[config.mk]
export PLATFORM = sky130hd
export DESIGN_NAME = rle_acq_seq
export DESIGN_NICKNAME = d
export VERILOG_FILES = /design/src/rtl/rle_acq_seq.sv
export SDC_FILE = /design/constraint.sdc
export NUM_CORES = 1
export LEC_CHECK = 0
export BUFFER_PORTS_ARGS = -buffer_cell sky130_fd_sc_hd__clkbuf_2
export CAP_MARGIN = 30
export CORE_MARGIN = 5
export CORE_UTILIZATION = 35
export DETAILED_ROUTE_END_ITERATION = 6
export PLACE_DENSITY = 0.68
export SKIP_CTS_REPAIR_TIMING = 1
export SYNTH_ARGS = -nofsm -noshare
export SYNTH_HDL_FRONTEND = slang
export SYNTH_SLANG_ARGS = --single-unit
[constraint.sdc]
create_clock -name clk -period 3.8 [get_ports clk]
set_input_delay 0.95 -clock clk [delete_from_list [all_inputs] [get_ports clk]]
set_output_delay 0.95 -clock clk [all_outputs]
set_load 0.1 [all_outputs]
[src/rtl/rle_acq_seq.sv]
// rtl/rle_acq_seq.sv - acquisition framing sequencer in front of the RLE compressor
module rle_acq_seq #(
  parameter int DW  = 8,
  parameter int CNW = 32
) (
  input  logic           clk,
  input  logic           rst,
  input  logic           ctl_start,
  input  logic           ctl_stop,
  input  logic           trg,
  input  logic           cfg_ena,
  input  logic [CNW-1:0] cfg_pre,
  input  logic [CNW-1:0] cfg_pst,
  input  logic [DW-1:0]  sti_tdata,
  input  logic           sti_tvalid,
  output logic           sti_tready,
  output logic [DW-1:0]  sto_tdata,
  output logic           sto_tvalid,
  output logic           sto_tlast,
  input  logic           sto_tready,
  output logic           rle_rst,
  output logic           rle_ena,
  input  logic           mon_tvalid,
  input  logic           mon_tready,
  input  logic           mon_tlast,
  output logic [2:0]     sts_state,
  output logic           sts_busy,
  output logic [CNW-1:0] sts_cnt
);

  typedef enum logic [2:0] {
    S_IDLE  = 3'd0,
    S_RST   = 3'd1,
    S_PRE   = 3'd2,
    S_WTRG  = 3'd3,
    S_POST  = 3'd4,
    S_FLUSH = 3'd5
  } state_t;

  localparam logic [CNW-1:0] CNT_ONE  = {{(CNW-1){1'b0}}, 1'b1};
  localparam logic [CNW-1:0] CNT_ZERO = '0;
  localparam logic [CNW-1:0] CNT_MAX  = '1;

  state_t         state;
  state_t         state_nxt;
  logic [CNW-1:0] pre_cnt;
  logic [CNW-1:0] pst_cnt;
  logic [CNW-1:0] pre_inc;
  logic [CNW-1:0] pst_inc;
  logic [CNW-1:0] pst_tgt;
  logic [CNW-1:0] cnt_q;
  logic           stop_pend;
  logic           abort_q;
  logic           ena_q;
  logic           pass;
  logic           xfer;
  logic           stop_eff;
  logic           pst_last;
  logic           mon_hs;
  logic           start_go;
  logic           abort_go;

  // A zero post count still emits one sample so every frame has a tlast.
  assign pst_tgt  = (cfg_pst == CNT_ZERO) ? CNT_ONE : cfg_pst;
  assign pre_inc  = pre_cnt + CNT_ONE;
  assign pst_inc  = pst_cnt + CNT_ONE;

  assign pass     = (state == S_PRE) || (state == S_WTRG) || (state == S_POST);
  assign xfer     = pass && sti_tvalid && sto_tready;
  // A stop pulse takes effect in its own cycle and stays pending until a transfer closes the frame.
  assign stop_eff = ctl_stop || stop_pend;
  assign pst_last = (state == S_POST) && (pst_inc == pst_tgt);
  assign mon_hs   = mon_tvalid && mon_tready;

  assign sto_tdata = sti_tdata;
  assign rle_ena   = ena_q;
  assign sts_state = state;
  assign sts_busy  = (state != S_IDLE);
  assign sts_cnt   = cnt_q;

  // State register.
  always_ff @(posedge clk or posedge rst) begin
    if (rst) begin
      state <= S_IDLE;
    end else begin
      state <= state_nxt;
    end
  end

  // Next-state decode and stream/compressor control outputs.
  always_comb begin
    state_nxt  = state;
    start_go   = 1'b0;
    abort_go   = 1'b0;
    sto_tvalid = 1'b0;
    sto_tlast  = 1'b0;
    sti_tready = 1'b1;
    rle_rst    = abort_q;

    if (pass) begin
      sto_tvalid = sti_tvalid;
      sti_tready = sto_tready;
      sto_tlast  = sti_tvalid && (stop_eff || pst_last);
    end

    case (state)
      S_IDLE: begin
        if (ctl_start && !ctl_stop) begin
          state_nxt = S_RST;
          start_go  = 1'b1;
        end
      end
      S_RST: begin
        rle_rst   = 1'b1;
        state_nxt = (cfg_pre == CNT_ZERO) ? S_WTRG : S_PRE;
      end
      S_PRE: begin
        if (xfer) begin
          if (stop_eff) begin
            state_nxt = S_FLUSH;
          end else if (pre_inc == cfg_pre) begin
            state_nxt = S_WTRG;
          end
        end
      end
      S_WTRG: begin
        if (xfer && stop_eff) begin
          state_nxt = S_FLUSH;
        end else if (trg && !stop_eff) begin
          state_nxt = S_POST;
        end
      end
      S_POST: begin
        if (xfer && (stop_eff || pst_last)) begin
          state_nxt = S_FLUSH;
        end
      end
      S_FLUSH: begin
        if (ctl_stop) begin
          abort_go  = 1'b1;
          state_nxt = S_IDLE;
        end else if (mon_hs && mon_tlast) begin
          state_nxt = S_IDLE;
        end
      end
      default: begin
        state_nxt = S_IDLE;
      end
    endcase
  end

  // Frame counters, pending stop, abort pulse, enable latch and compressed-word count.
  always_ff @(posedge clk or posedge rst) begin
    if (rst) begin
      pre_cnt   <= CNT_ZERO;
      pst_cnt   <= CNT_ZERO;
      cnt_q     <= CNT_ZERO;
      stop_pend <= 1'b0;
      abort_q   <= 1'b0;
      ena_q     <= 1'b0;
    end else begin
      abort_q <= abort_go;
      if (start_go) begin
        ena_q     <= cfg_ena;
        pre_cnt   <= CNT_ZERO;
        pst_cnt   <= CNT_ZERO;
        cnt_q     <= CNT_ZERO;
        stop_pend <= 1'b0;
      end else begin
        if ((state == S_PRE) && xfer) begin
          pre_cnt <= pre_inc;
        end
        if ((state == S_POST) && xfer) begin
          pst_cnt <= pst_inc;
        end
        if (pass && ctl_stop) begin
          stop_pend <= 1'b1;
        end
        if ((state != S_IDLE) && mon_hs && (cnt_q != CNT_MAX)) begin
          cnt_q <= cnt_q + CNT_ONE;
        end
      end
    end
  end

endmodule

Yosys cells after proc, flatten, opt, wreduce, memory -nomap -nowiden
Index checks and enable logic that the tools add are counted.
{ "totals": {"latch_bits": 0, "input_bits": 83, "memories": 0, "reg_bits": 102, "wordCells": 82, "rom_bits": 0, "ramBits": 0, "out_inout_bits": 49} }
{ "classes": {"div": 0, "bitwise": 0, "add_sub_neg": 3, "reduce_logical": 30, "n_eq_ne": 14, "n_mux": 28, "order_cmp": 0, "n_mul": 0, "shifts": 0} }
{ "ops": {"columns": ["op", "count"], "rows": [
  ["$mux 32", 7],
  ["$add 32x1->32 const B", 3],
  ["$eq 32x32->1", 2],
  ["$logic_not 32->1", 2],
  ["$ne 32x32->1 const B", 1],
  ["$mux 3", 9],
  ["$pmux 3 s6", 1],
  ["$logic_and 1x1->1", 15],
  ["$mux 1", 11],
  ["$reduce_bool 2->1", 4],
  ["$eq 3x2->1 const B", 2],
  ["$eq 3x3->1 const B", 2],
  ["$reduce_and 6->1", 1],
  ["$logic_or 1x1->1", 4],
  ["$ne 2x2->1 const B", 2],
  ["$eq 3x1->1 const B", 1],
  ["$logic_not 3->1", 1],
  ["$ne 3x1->1 const B", 1],
  ["$ne 3x2->1 const B", 1],
  ["$ne 3x3->1 const B", 1],
  ["$reduce_bool 3->1", 1],
  ["$logic_not 1->1", 2],
  ["$ne 2x1->1 const B", 1]
]} }

Depth between registers and ports, before layout
{ "depth": {"depth_word": 8, "mapped_depth": 11, "mapped_depth_nobuf": 10} }

Worst setup path after synthesis
No wires, ideal clock.
{ "synth_timing": {"path_type": "reg2out", "from": "reg state[1] (netlist: sts_state[1])", "to": "out sto_tlast", "arrival_time_ps": 5262, "required_time_ps": 2850, "path_slack_ps": -2412, "path_buffers": 0, "path_stages_with_launch": 6, "path_cell_list": "dfrtp_1 -> inv_1 -> nor2_1 -> nor2_1 -> nor2b_1 -> a21boi_0"} }
{ "synth_via": {"elab_chain_len": 5, "word_cells_on_any_way": 9} }
{ "synth_rtl": {"columns": ["item", "line", "source"], "rows": [
  ["start, declared", "44", "state_t state;"],
  ["start signal, assigned", "86", "state <= state_nxt;"],
  ["$eq 3x3->1", "68, 72", null],
  ["$logic_and 1x1->1", "72", "assign pst_last = (state == S_POST) && (pst_inc == pst_tgt);"],
  ["$logic_or 1x1->1", "103", "sto_tlast = sti_tvalid && (stop_eff || pst_last);"],
  ["$logic_and 1x1->1", "103", null],
  ["$mux 1 *", "100", "if (pass) begin"],
  ["end, declared", "19", "output logic sto_tlast,"]
]} }
Every way passes the cells marked *; elsewhere a longest branch is shown, timed or not.

Final worst setup path
{ "layout_timing": {"from": "reg pst_cnt[6]", "to": "out sto_tlast"} }
{ "layout_via": {"elab_chain_len": 6} }
{ "layout_rtl": {"columns": ["item", "line", "source"], "rows": [
  ["start, declared", "47", "logic [CNW-1:0] pst_cnt;"],
  ["start signal, assigned", "174", "pst_cnt <= pst_inc;"],
  ["$add 32x1->32", "66", "assign pst_inc = pst_cnt + CNT_ONE;"],
  ["$eq 32x32->1", "72", null],
  ["$logic_and 1x1->1", "72", null],
  ["$logic_or 1x1->1", "103", null],
  ["$logic_and 1x1->1", "103", null],
  ["$mux 1", "100", null]
]} }
No other way between the ends.

==> results_dict.tcl <==
set metrics [dict create \
    timing.max_cap.violations 0 \
    worst_ep_required_time_ns 2.85 \
    setup_slack_ns -0.2786 \
    route.detailed.drc 1 \
    status "complete, but fails checks" \
    place_congestion 0.9099 \
    initial_core_util 0.3561 \
    antenna_found_initial 0 \
    synthArstFlopShare 1.000 \
    root_buffer "clkbuf_16" \
    total_leakage_power_uw 0.003878 \
    cts_tree "built" \
    cp_max_fo 6 \
    yosys_warnings 0 \
    vias 7608 \
    drt_pre_antenna_iters 7 \
    drt-total-wl_um 23370 \
    power.share.sequential 0.335 \
    drtIter0Drc 510 \
    p_int_uw 2143 \
    wl_met2_um 11110 \
    fp.dieH_um 156.2 \
    path_clk_slew_ns 0.07 \
    syn_area_um2 7485 \
    wl_met1_um 10360 \
    path_class "reg -> out" \
    maxSlewHeadroom 0.4212 \
    cts.path.max_buffers 2 \
    die_area_um2 24410 \
    ant_nets 0 \
    finalHoldViolCount 0 \
    stdcell_area_um2 9253 \
    rr_startpoint "pst_cnt[6]" \
    synth_nets 1019 \
    coreArea_um2 21020 \
    hpwl_um 17140 \
    fmax_mhz 245.2 \
    r2r_slack_ns 0.54 \
    syn-instance-count 933 \
    period_minus_slack_ns 4.079 \
    synth_ff_type "dfrtp_1" \
    start_kind "register" \
    tightestPinTransition_ns 0.8682 \
    ir_drop_mv 0.2337 \
    finalSetupTns_ns -0.2786 \
    r2r_end "sts_state[0]" \
    grt_pass1_vias 7173 \
    r2r_cells 12 \
    violations "design-rule violations, negative setup slack" \
    diodes 0 \
    synth-seq-cells 102 \
    slew_violations 0 \
    p_sw_frac 0.4260 \
    period_share 1.073 \
    cts_sinks 102 \
    die_x_um 156.2 \
    nets 1165 \
    rows 53 \
    cp-end-kind "primary output" \
    port_buffers 115 \
    combPwrFrac 0.384 \
    synth_seq_area_share 0.3410 \
    clock_latency_ns 0.35 \
    critical_path_arrival_ns 3.13 \
    critPathLaunch "pst_cnt[6]" \
    top_layer_used "met4" \
    grt.overflow.total 0 \
    cts_buffers 9 \
    p_per_area_nw_per_um2 403.6 \
    endpoint "sto_tlast" \
    synth_edf_count 0 \
    clock_power_share 0.281 \
    area_growth_pct 23.62 \
    switching_power_uw 1591 \
    drive_gt1_frac 0.2417 \
    clock_skew_ns 0.01107 \
    hold_path.startpoint "rle_ena" \
    post_drt_wl_per_cell_um 17.20 \
    io_pins 132 \
    cts_max_level 3 \
    grt_max_degree 103 \
    rsz0062_at_grt "yes" \
    grt_pass1_wl_um 37430 \
    min_path_type "reg -> reg" \
    finalSetupViolations 1 \
    wl_met3_um 1506 \
    place_area_um2 8663 \
    yosysUniqueCellTypes 63 \
    viasPerCell 5.598 \
    grt_use_total 0.1869 \
    synth.avg_cell_area_um2 8.022 \
]
## layout by cell type (no fill, tap or decap), drive strengths merged, types with 4 or more instances in the layout
cell type,instances
or2,7
o21ai,100
and2,14
clkbuf,124
xor2,40
inv,21
mux2i,5
buf,77
a2111oi,4
o22ai,5
a31oi,14
xnor2,69
dfrtp,102
nand3,65
nor2b,5
nor4,38
nor2,97
and3,14
or3,8
and4,10
nor3,25
o31ai,32
nand2b,6
nor3b,4
o41ai,9
a21oi,32
nand2,77
nand4,38
or4,5
## Yosys cell counts (4+ instances only)
library cell | count | area, µm²
or2_2 | 6 | 37.54
dfrtp_1 | 102 | 2552
and2_1 | 14 | 87.58
nand2_1 | 76 | 285.3
nor3b_1 | 4 | 30.03
or4_1 | 4 | 30.03
o41ai_1 | 9 | 78.83
or3_1 | 8 | 50.05
nor2b_1 | 5 | 31.28
inv_1 | 20 | 75.07
nor2_1 | 97 | 364.1
nand3_1 | 65 | 325.3
clkbuf_1 | 29 | 108.9
xnor2_1 | 69 | 604.3
nor4_1 | 36 | 225.2
o22ai_1 | 5 | 31.28
mux2i_1 | 5 | 50.05
nor3_1 | 25 | 125.1
and4_1 | 10 | 87.58
nand4_1 | 35 | 219.0
o21ai_0 | 100 | 500.5
buf_4 | 11 | 82.58
a21oi_1 | 32 | 160.2
xor2_1 | 40 | 350.3
and3_1 | 14 | 87.58
nand2b_1 | 6 | 37.54
a31oi_1 | 14 | 87.58
o31ai_1 | 32 | 240.2
buf_2 | 12 | 60.06
## area by class of cell
type                       instances  area (µm²)
multi-input combinational        755        4761
clock buffer                      10       239.0
fill                            2068       11770
sequential                       102        2561
clock inverter                     6       91.34
timing repair buffer             191        1177
tap                              275       344.1
inverter                          20       78.83
## critical path, cell delays in order, from the launching register on
cell,delay [ns]
dfrtp_1,0.45
nand4_1,0.18
or4_4,0.57
or3_4,0.39
xnor2_1,0.14
nand3_1,0.15
nor3_2,0.20
nand4_1,0.22
a21boi_4,0.27
buf_12,0.19
## logic make-up (layout without fill, tap and decap cells)
| logic type | after synthesis | after routing | share of synthesized area |
|---|---|---|---|
| and+or+nand+nor | 415 | 415 | 0.2875 |
| buffers and inverters | 76 | 227 | 0.04731 |
| adders and majority gates | 3 | 3 | 0.005016 |
| DFF | 102 | 102 | 0.3410 |
| AOI/OAI and AO/OA | 222 | 222 | 0.1834 |
| muxes | 6 | 6 | 0.008191 |
| xor gates and xnor gates | 109 | 109 | 0.1275 |
## routing by layer
layer | global-route usage | vias to the layer above
met5 | 0 | -
met4 | 0.04421 | 0
met3 | 0.03678 | 23
met2 | 0.3082 | 242
met1 | 0.2543 | 3640
li1 | - | 3703
## how the worst min path moves through the flow
stage / end / slack [ns] / cells past startpoint
after detailed placement: rle_ena / 0.48 / 2
after global routing: rle_ena / 0.55 / 2
after floorplan: pst_cnt[31] / 0.47 / 1
after CTS: rle_ena / 0.49 / 2
final: rle_ena / 0.49 / 2
after global placement: rle_ena / 0.46 / 2
## power by group through the flow
stage                     clock network, µW  registers [µW]  logic, µW
after floorplan                           0            1580        729
after global placement                    0            1260       1390
after detailed placement                  0            1270       1400
after CTS                              1080            1250       1400
after global routing                   1110            1260       1530
final                                  1050            1250       1430
## sequential cells by signal, indices dropped and copies added, names as in the netlist
| signal | flops |
|---|---|
| sts_state | 3 |
| abort_q | 1 |
| sts_cnt | 32 |
| pst_cnt | 32 |
| pre_cnt | 32 |
| stop_pend | 1 |
| rle_ena | 1 |
## stage by stage
| step | util | hold WS, ns | total power [µW] | cells | setup WS (ns) |
|---|---|---|---|---|---|
| floorplan | - | 0.4667 | 2307 | 933 | -0.04527 |
| global placement | 0.4121 | 0.4600 | 2651 | 1328 | -0.1434 |
| detailed placement | 0.4121 | 0.4760 | 2665 | 1328 | -0.1741 |
| CTS | 0.4278 | 0.4921 | 3728 | 1344 | -0.3728 |
| global route | 0.4402 | 0.5473 | 3905 | 1359 | -0.4272 |
| finish | 0.4402 | 0.4886 | 3734 | 1359 | -0.2786 |
Power figures use the tool's default switching activity.
